**config.mk**
```make
export PLATFORM = sky130hd
export DESIGN_NAME = password_clock_monitor
export DESIGN_NICKNAME = d
export VERILOG_FILES = /design/src/rtl/password_clock_monitor.sv
export SDC_FILE = /design/constraint.sdc
export NUM_CORES = 1
export LEC_CHECK = 0
export ABC_AREA = 0
export BUFFER_PORTS_ARGS = -buffer_cell sky130_fd_sc_hd__clkbuf_2
export CAP_MARGIN = 30
export CORE_MARGIN = 1.5
export CORE_UTILIZATION = 45
export DETAILED_ROUTE_END_ITERATION = 12
export MAX_ROUTING_LAYER = met4
export PLACE_DENSITY_LB_ADDON = 0.08
export SLEW_MARGIN = 20
export SYNTH_ARGS = -nofsm -noshare
export SYNTH_HDL_FRONTEND = slang
export SYNTH_SLANG_ARGS = --single-unit
```
**constraint.sdc**
```tcl
create_clock -name clk -period 3.9 [get_ports clk]
set_input_delay 0.585 -clock clk [delete_from_list [all_inputs] [get_ports clk]]
set_output_delay 0.585 -clock clk [all_outputs]
set_load 0.05 [all_outputs]
```
**src/rtl/password_clock_monitor.sv**
```systemverilog
// Rate monitor for a slow divided clock sampled in the fast clk domain.
// Produces edge enables, half-period measurements, lock and stuck-clock fault.
//   state      | meaning
//   ST_IDLE    | after reset, waiting for a first edge to start timing
//   ST_MEASURE | timing half-periods, counting consecutive good ones
//   ST_LOCKED  | LOCK_COUNT good measurements seen, rate qualified
//   ST_FAULT   | no edge for TIMEOUT cycles, waiting for activity
module password_clock_monitor #(
  parameter int unsigned CLK_FREQ    = 50_000_000,
  parameter int unsigned FREQ        = 12_500_000,
  parameter int unsigned TOL         = 0,
  parameter int unsigned LOCK_COUNT  = 4,
  parameter int unsigned SYNC_STAGES = 2
) (
  input  logic        clk,
  input  logic        rst,
  input  logic        clk_in,
  output logic        tick,
  output logic        fall_tick,
  output logic [31:0] half_period,
  output logic        meas_valid,
  output logic        locked,
  output logic        err,
  output logic        fault
);

  localparam int unsigned HALF    = CLK_FREQ / (2 * FREQ);
  localparam int unsigned TIMEOUT = 4 * HALF;
  localparam int unsigned NS      = (SYNC_STAGES < 2) ? 2 : SYNC_STAGES;
  localparam int unsigned GW      = (LOCK_COUNT < 2) ? 1 : $clog2(LOCK_COUNT + 1);

  localparam logic [32:0] HALF33  = 33'(HALF);
  localparam logic [32:0] TOL33   = 33'(TOL);
  localparam logic [32:0] HI33    = 33'(HALF) + 33'(TOL);
  localparam logic [31:0] TO_CNT  = 32'(TIMEOUT - 1);

  localparam logic [1:0] ST_IDLE    = 2'd0;
  localparam logic [1:0] ST_MEASURE = 2'd1;
  localparam logic [1:0] ST_LOCKED  = 2'd2;
  localparam logic [1:0] ST_FAULT   = 2'd3;

  logic [NS-1:0] sync_q;
  logic          prev_q;
  logic [31:0]   cnt_q, cnt_d;
  logic [1:0]    state_q, state_d;
  logic [GW-1:0] good_q, good_d;
  logic [31:0]   half_q, half_d;
  logic          tick_q, tick_d;
  logic          fall_q, fall_d;
  logic          mv_q, mv_d;
  logic          locked_q, locked_d;
  logic          err_q, err_d;
  logic          fault_q, fault_d;

  logic          sync_out;
  logic          edge_w;
  logic [31:0]   measured;
  logic [32:0]   meas33;
  logic          in_tol;

  assign sync_out = sync_q[NS-1];
  assign edge_w   = sync_out ^ prev_q;
  // Saturating increment doubles as the measured length of the current half-period.
  assign measured = (cnt_q == 32'hFFFF_FFFF) ? cnt_q : cnt_q + 32'd1;
  assign meas33   = {1'b0, measured};
  assign in_tol   = ((meas33 + TOL33) >= HALF33) && (meas33 <= HI33);

  always_comb begin
    cnt_d    = edge_w ? 32'd0 : measured;
    state_d  = state_q;
    good_d   = good_q;
    half_d   = half_q;
    locked_d = locked_q;
    fault_d  = fault_q;
    mv_d     = 1'b0;
    err_d    = 1'b0;
    tick_d   = edge_w & sync_out;
    fall_d   = edge_w & ~sync_out;

    if (edge_w) begin
      case (state_q)
        ST_IDLE, ST_FAULT: begin
          // First edge only restarts timing; its interval is meaningless.
          state_d = ST_MEASURE;
          fault_d = 1'b0;
          good_d  = '0;
        end
        default: begin
          mv_d   = 1'b1;
          half_d = measured;
          if (!in_tol) begin
            err_d    = 1'b1;
            good_d   = '0;
            locked_d = 1'b0;
            state_d  = ST_MEASURE;
          end else if (state_q == ST_MEASURE) begin
            if (good_q == GW'(LOCK_COUNT - 1)) begin
              good_d   = GW'(LOCK_COUNT);
              locked_d = 1'b1;
              state_d  = ST_LOCKED;
            end else begin
              good_d = good_q + 1'b1;
            end
          end
        end
      endcase
    end else if (state_q != ST_FAULT && cnt_q == TO_CNT) begin
      state_d  = ST_FAULT;
      fault_d  = 1'b1;
      locked_d = 1'b0;
      good_d   = '0;
    end
  end

  always_ff @(posedge clk) begin
    if (rst) begin
      sync_q   <= '0;
      prev_q   <= 1'b0;
      cnt_q    <= 32'd0;
      state_q  <= ST_IDLE;
      good_q   <= '0;
      half_q   <= 32'd0;
      tick_q   <= 1'b0;
      fall_q   <= 1'b0;
      mv_q     <= 1'b0;
      locked_q <= 1'b0;
      err_q    <= 1'b0;
      fault_q  <= 1'b0;
    end else begin
      sync_q   <= {sync_q[NS-2:0], clk_in};
      prev_q   <= sync_out;
      cnt_q    <= cnt_d;
      state_q  <= state_d;
      good_q   <= good_d;
      half_q   <= half_d;
      tick_q   <= tick_d;
      fall_q   <= fall_d;
      mv_q     <= mv_d;
      locked_q <= locked_d;
      err_q    <= err_d;
      fault_q  <= fault_d;
    end
  end

  assign tick        = tick_q;
  assign fall_tick   = fall_q;
  assign half_period = half_q;
  assign meas_valid  = mv_q;
  assign locked      = locked_q;
  assign err         = err_q;
  assign fault       = fault_q;

endmodule
```
Word level (Yosys, flattened, before mapping)
Cells that the tools add are included.
W data, S select, Z words.
{ "word_totals": {"regBits": 78, "out_inout_bits": 38, "word_cells": 71} }
{ "classes": {"n_addsub": 2, "n_lt_le_gt_ge": 2, "n_eq_ne": 12, "n_mux": 24, "bitwise_logic": 6, "n_reduce_logical": 13} }
{ "op_table": {"columns": ["cell", "count"], "rows": [
  ["$add A32 B1 Y32 const B", 1],
  ["$eq A32 B3 Y1 const B", 1],
  ["$eq A32 B32 Y1 const B", 1],
  ["$ge A32 B2 Y1 const B", 1],
  ["$le A32 B2 Y1 const B", 1],
  ["$mux W32", 1],
  ["$mux W3", 6],
  ["$mux W2", 6],
  ["$mux W1", 11],
  ["$ne A4 B2 Y1 const B", 2],
  ["$ne A3 B2 Y1 const B", 2],
  ["$reduce_and A2 Y1", 3],
  ["$reduce_or A2 Y1", 3],
  ["$ne A2 B2 Y1 const B", 2],
  ["$reduce_and A4 Y1", 1],
  ["$reduce_or A4 Y1", 1],
  ["$add A3 B1 Y3 const B", 1],
  ["$eq A3 B2 Y1 const B", 1],
  ["$not A1 Y1", 3],
  ["$reduce_and A3 Y1", 1],
  ["$and A1 B1 Y1", 2],
  ["$eq A2 B1 Y1 const B", 1],
  ["$eq A2 B2 Y1 const B", 1],
  ["$logic_and A1 B1 Y1", 2],
  ["4 further kinds", 4]
]} }

Depth between registers and ports, before layout
{ "depth": {"ltp_word": 7, "depth_mapped": 12} }

Worst setup path before layout
Ideal clock, no wire load.
{ "synth_path": {"path_kind": "register to register", "startpoint": "register cnt_q[3]", "endpoint": "register good_q[1]", "setup_time_ns": 0.070, "arrival_time_ns": 2.722, "t_required_ns": 3.830, "setup_slack_ns": 1.108, "path_stages_with_launch": 10, "path_cell_list": "dfxtp_1 > buf_2 > and4_4 > nand2_4 > or4_4 > or4_4 > a2111oi_4 > nand4_2 > or3b_1 > a21oi_1"} }
{ "synth_between": {"elab_chain_len": 7} }
{ "synth_lines": {"columns": ["item", "line", "source"], "rows": [
  ["start, declared", "44", "logic [31:0] cnt_q, cnt_d;"],
  ["start signal, assigned", "132", "cnt_q <= cnt_d;"],
  ["$add A32 B1 Y32 / $eq A32 B32 Y1 (equally long branches)", "64", "assign measured = (cnt_q == 32'hFFFF_FFFF) ? cnt_q : cnt_q + 32'd1;"],
  ["$mux W32", "64", null],
  ["$ge A32 B2 Y1 / $le A32 B2 Y1 (equally long branches)", "66", "assign in_tol = ((meas33 + TOL33) >= HALF33) && (meas33 <= HI33);"],
  ["$logic_and A1 B1 Y1", "66", null],
  ["$mux W3", "91", "if (!in_tol) begin"],
  ["$mux W3", "81", "case (state_q)"],
  ["$mux W3", "80", "if (edge_w) begin"],
  ["end signal, assigned", "134", "good_q <= good_d;"],
  ["end, declared", "46", "logic [GW-1:0] good_q, good_d;"]
]} }
Parallel ways exist; a longest one is shown, timed or not.
A chain may end at the register's enable or synchronous reset.

Worst setup path in the final report
{ "layout_path": {"startpoint": "register cnt_q[1]", "endpoint": "register good_q[1]"} }
Same word-level chain as after synthesis.

==> impl_metrics.env <==
export IMPL_outcome="finished clean"
export IMPL_nFillCells=800
export IMPL_clkPwrFrac=0.361
export IMPL_ios=41
export IMPL_syn_inst=455
export IMPL_die_h_um=96.07
export IMPL_period_minus_slack_ps=3270
export IMPL_synthXorXnorAreaFrac=0.05393
export IMPL_synth_yosys_seq_area_share=0.4006
export IMPL_grt_pass1_wl_um=16250
export IMPL_max_cap_violations=0
export IMPL_power_leakage_nw=1.512
export IMPL_syn_nets=466
export IMPL_synth_area_mux_share=0.01316
export IMPL_ys_top_cells_by_area="dfxtp_1 (40%), nor2_1 (7.8%), a211oi_1 (5.8%)"
export IMPL_finalMaxSlewViolations=0
export IMPL_synth_compound_area_frac=0.1560
export IMPL_syn_area_um2=3897
export IMPL_p_seq_frac=0.542
export IMPL_critical_path_endpoint_type="flop"
export IMPL_drive_gt1_frac=0.1728
export IMPL_synth_common_cells="nor2_1 (81), dfxtp_1 (78), a211oi_1 (30)"
export IMPL_synth_top_family_by_area="simple AND/OR/NAND/NOR gates"
export IMPL_tightest_slew_ps=560.7
export IMPL_switching_power_w=0.0004223
export IMPL_startpoint_type="flop"
export IMPL_path_class="reg -> reg"
export IMPL_num_antenna_cells=0
export IMPL_worst_ir_drop_vdd_v=0.0002038
export IMPL_viasPerCell=5.721
export IMPL_cts_buffer_depth=2
export IMPL_setup_violations=0
export IMPL_synthAdderAreaFrac=0.02568
export IMPL_grt_ovfl_total=0
export IMPL_ant_nets=0
export IMPL_drc=0
export IMPL_vias=3381
export IMPL_clk_pin_slew_ps=80
export IMPL_initial_core_util=0.4696
export IMPL_first_iter_violations=295
export IMPL_finalCritPeriodShare=0.8384
export IMPL_hpwl_um=7566
export IMPL_fin_skew_ps=11.80
export IMPL_yosys_area_share_simple=0.2970
export IMPL_yosysMostFrequentCell="nor2_1"
export IMPL_cts_sinks=78
export IMPL_drt_first_pass_iters=5
export IMPL_post_cts_buffers=0
export IMPL_cts_tree="yes"
export IMPL_die_area_um2=9228
export IMPL_syn_to_final_growth_pct=10.95
export IMPL_yosysTopAreaCell="dfxtp_1"
export IMPL_internal_power_w=0.001100
export IMPL_async_flop_share=0
export IMPL_ctsHoldBuffers=0
export IMPL_fp_row_count=33
export IMPL_grt_max_degree=51
export IMPL_power_density_nw_per_um2=352.1
export IMPL_hold_viol=0
export IMPL_worstPathMaxFanout=9
export IMPL_cts_resized_gates=0
export IMPL_dp_cells=574
export IMPL_synth_seq_cells=78
export IMPL_core_um2=8299
export IMPL_multiInputGateArea_um2=2135
export IMPL_arrival_ps=3570
export IMPL_rsz0062_at_grt="no"
export IMPL_nNetsFinal=492
export IMPL_synth_top_area_share=0.4006
export IMPL_cp_data_required_time_ps=4200
export IMPL_antenna_found_initial=0
export IMPL_clock_fmax_mhz=305.8
export IMPL_wl_um=10260
export IMPL_synth_edf_count=0
export IMPL_finalWeightedCongestion=0.9805
export IMPL_ys_flop_type="dfxtp_1"
export IMPL_hold_path_class="in -> reg"
export IMPL_yosysWarningCount=0
export IMPL_final_cell_count_no_fill=591
export IMPL_grt_pass1_vias=3011
export IMPL_cts_max_level=3
export IMPL_slew_headroom=0.6231
export IMPL_grt_use_total=0.2449
export IMPL_cts_inserted_buffers=9
export IMPL_port_buffers=40
export IMPL_wire_per_inst_um=17.36
export IMPL_switching_share=0.2774
export IMPL_combPwrFrac=0.097
export IMPL_syn_avg_cell_area_um2=8.566
export IMPL_dieWidth_um=96.07
export IMPL_register_area_um2=1562
export IMPL_clk_insertion_delay_late_ps=370
export IMPL_synth_distinct_cells=60
export IMPL_setup_tns_ps=0
export IMPL_root_buffer="clkbuf_8"
==> state kept, by name, summed over array words and instances, names as in the netlist, 2 cells and up <==
name,count
good_q,3
state_q,2
sync_q,2
cnt_q,32
half_period,32
==> worst max-delay path: stages (launching register included) <==
cell,delay [ps]
dfxtp_1,440
ha_1,310
nand4_1,230
nor4_4,440
and3_1,440
o31ai_1,170
a2111oi_4,400
nand4_2,200
or3b_1,420
a21oi_1,140
==> path summary, 6_finish.rpt <==
kind	start	end	slack, ps	depth (start not counted)
setup / recovery	cnt_q[1]	good_q[1]	630	9
hold / removal	clk_in	sync_q[0]	430	2
setup reg to reg	cnt_q[1]	good_q[1]	630	9
hold reg to reg	sync_q[0]	sync_q[1]	450	1
==> area by class of cell <==
| type | instances | area share |
|---|---|---|
| clock buffer | 10 | 0.03183 |
| clock inverter | 6 | 0.008681 |
| inverter | 9 | 0.007812 |
| multi-input combinational | 334 | 0.4936 |
| sequential | 78 | 0.3611 |
| tap | 105 | 0.03038 |
| timing repair buffer | 49 | 0.06655 |
==> layout by cell type (no fill, tap or decap), drive strengths merged, types with 2 or more instances in the layout <==
cell type / count
nand2: 22
nor3b: 2
and2: 6
o21ai: 12
a31o: 2
mux2i: 4
or4: 3
o31ai: 2
ha: 8
nor4b: 4
or2: 3
a211oi: 30
nand4: 17
xnor2: 15
o22ai: 2
nor2: 81
o311a: 2
nor4: 10
clkinvlp: 3
a32oi: 2
or3: 3
a21oi: 15
and4: 14
nand2b: 3
nor3: 12
dfxtp: 78
inv: 9
nor2b: 8
clkbuf: 50
o2111ai: 2
a31oi: 2
a311oi: 2
buf: 9
xor2: 9
and3: 7
o21bai: 2
clkinv: 3
o21a: 2
nand3: 14
==> logic make-up after synthesis <==
| group | Yosys count |
|---|---|
| fa+ha+maj | 8 |
| compound gates | 85 |
| xor+xnor | 24 |
| flops | 78 |
| mux | 5 |
| simple gates | 212 |
| buf+inv | 43 |
==> metrics by stage <==
stage / area [um2] / setup slack (ps) / hold WS, ps / power [W] / util
finish: 4324 / 630.3 / 425.1 / 0.001523 / 0.5210
global route: 4324 / 366.4 / 422.2 / 0.001586 / 0.5210
CTS: 4297 / 663.3 / 421.3 / 0.001536 / 0.5177
detailed placement: 4121 / 706.9 / 438.4 / 0.0009894 / 0.4966
global placement: 4121 / 743.1 / 421.8 / 0.0009875 / 0.4966
floorplan: 3897 / 1108 / 413.8 / 0.0009526 / -
==> per-layer routing <==
layer	GRT usage	vias up	share of wire
met5	-	-	0
met3	0.06240	25	0.055
met2	0.3421	111	0.42
li1	-	1702	-
met1	0.3343	1543	0.50
met4	0.09926	0	0.028
==> power groups by stage <==
stage | combinational, W | sequential, W | clock, W
6_report | 0.000148 | 0.000826 | 0.000549
4_1_cts | 0.000145 | 0.000826 | 0.000565
5_1_grt | 0.000160 | 0.000829 | 0.000596
3_5_place_dp | 0.000145 | 0.000845 | 0
2_1_floorplan | 0.0000643 | 0.000888 | 0
3_3_place_gp | 0.000144 | 0.000844 | 0
(Power assumes the default switching activity.)
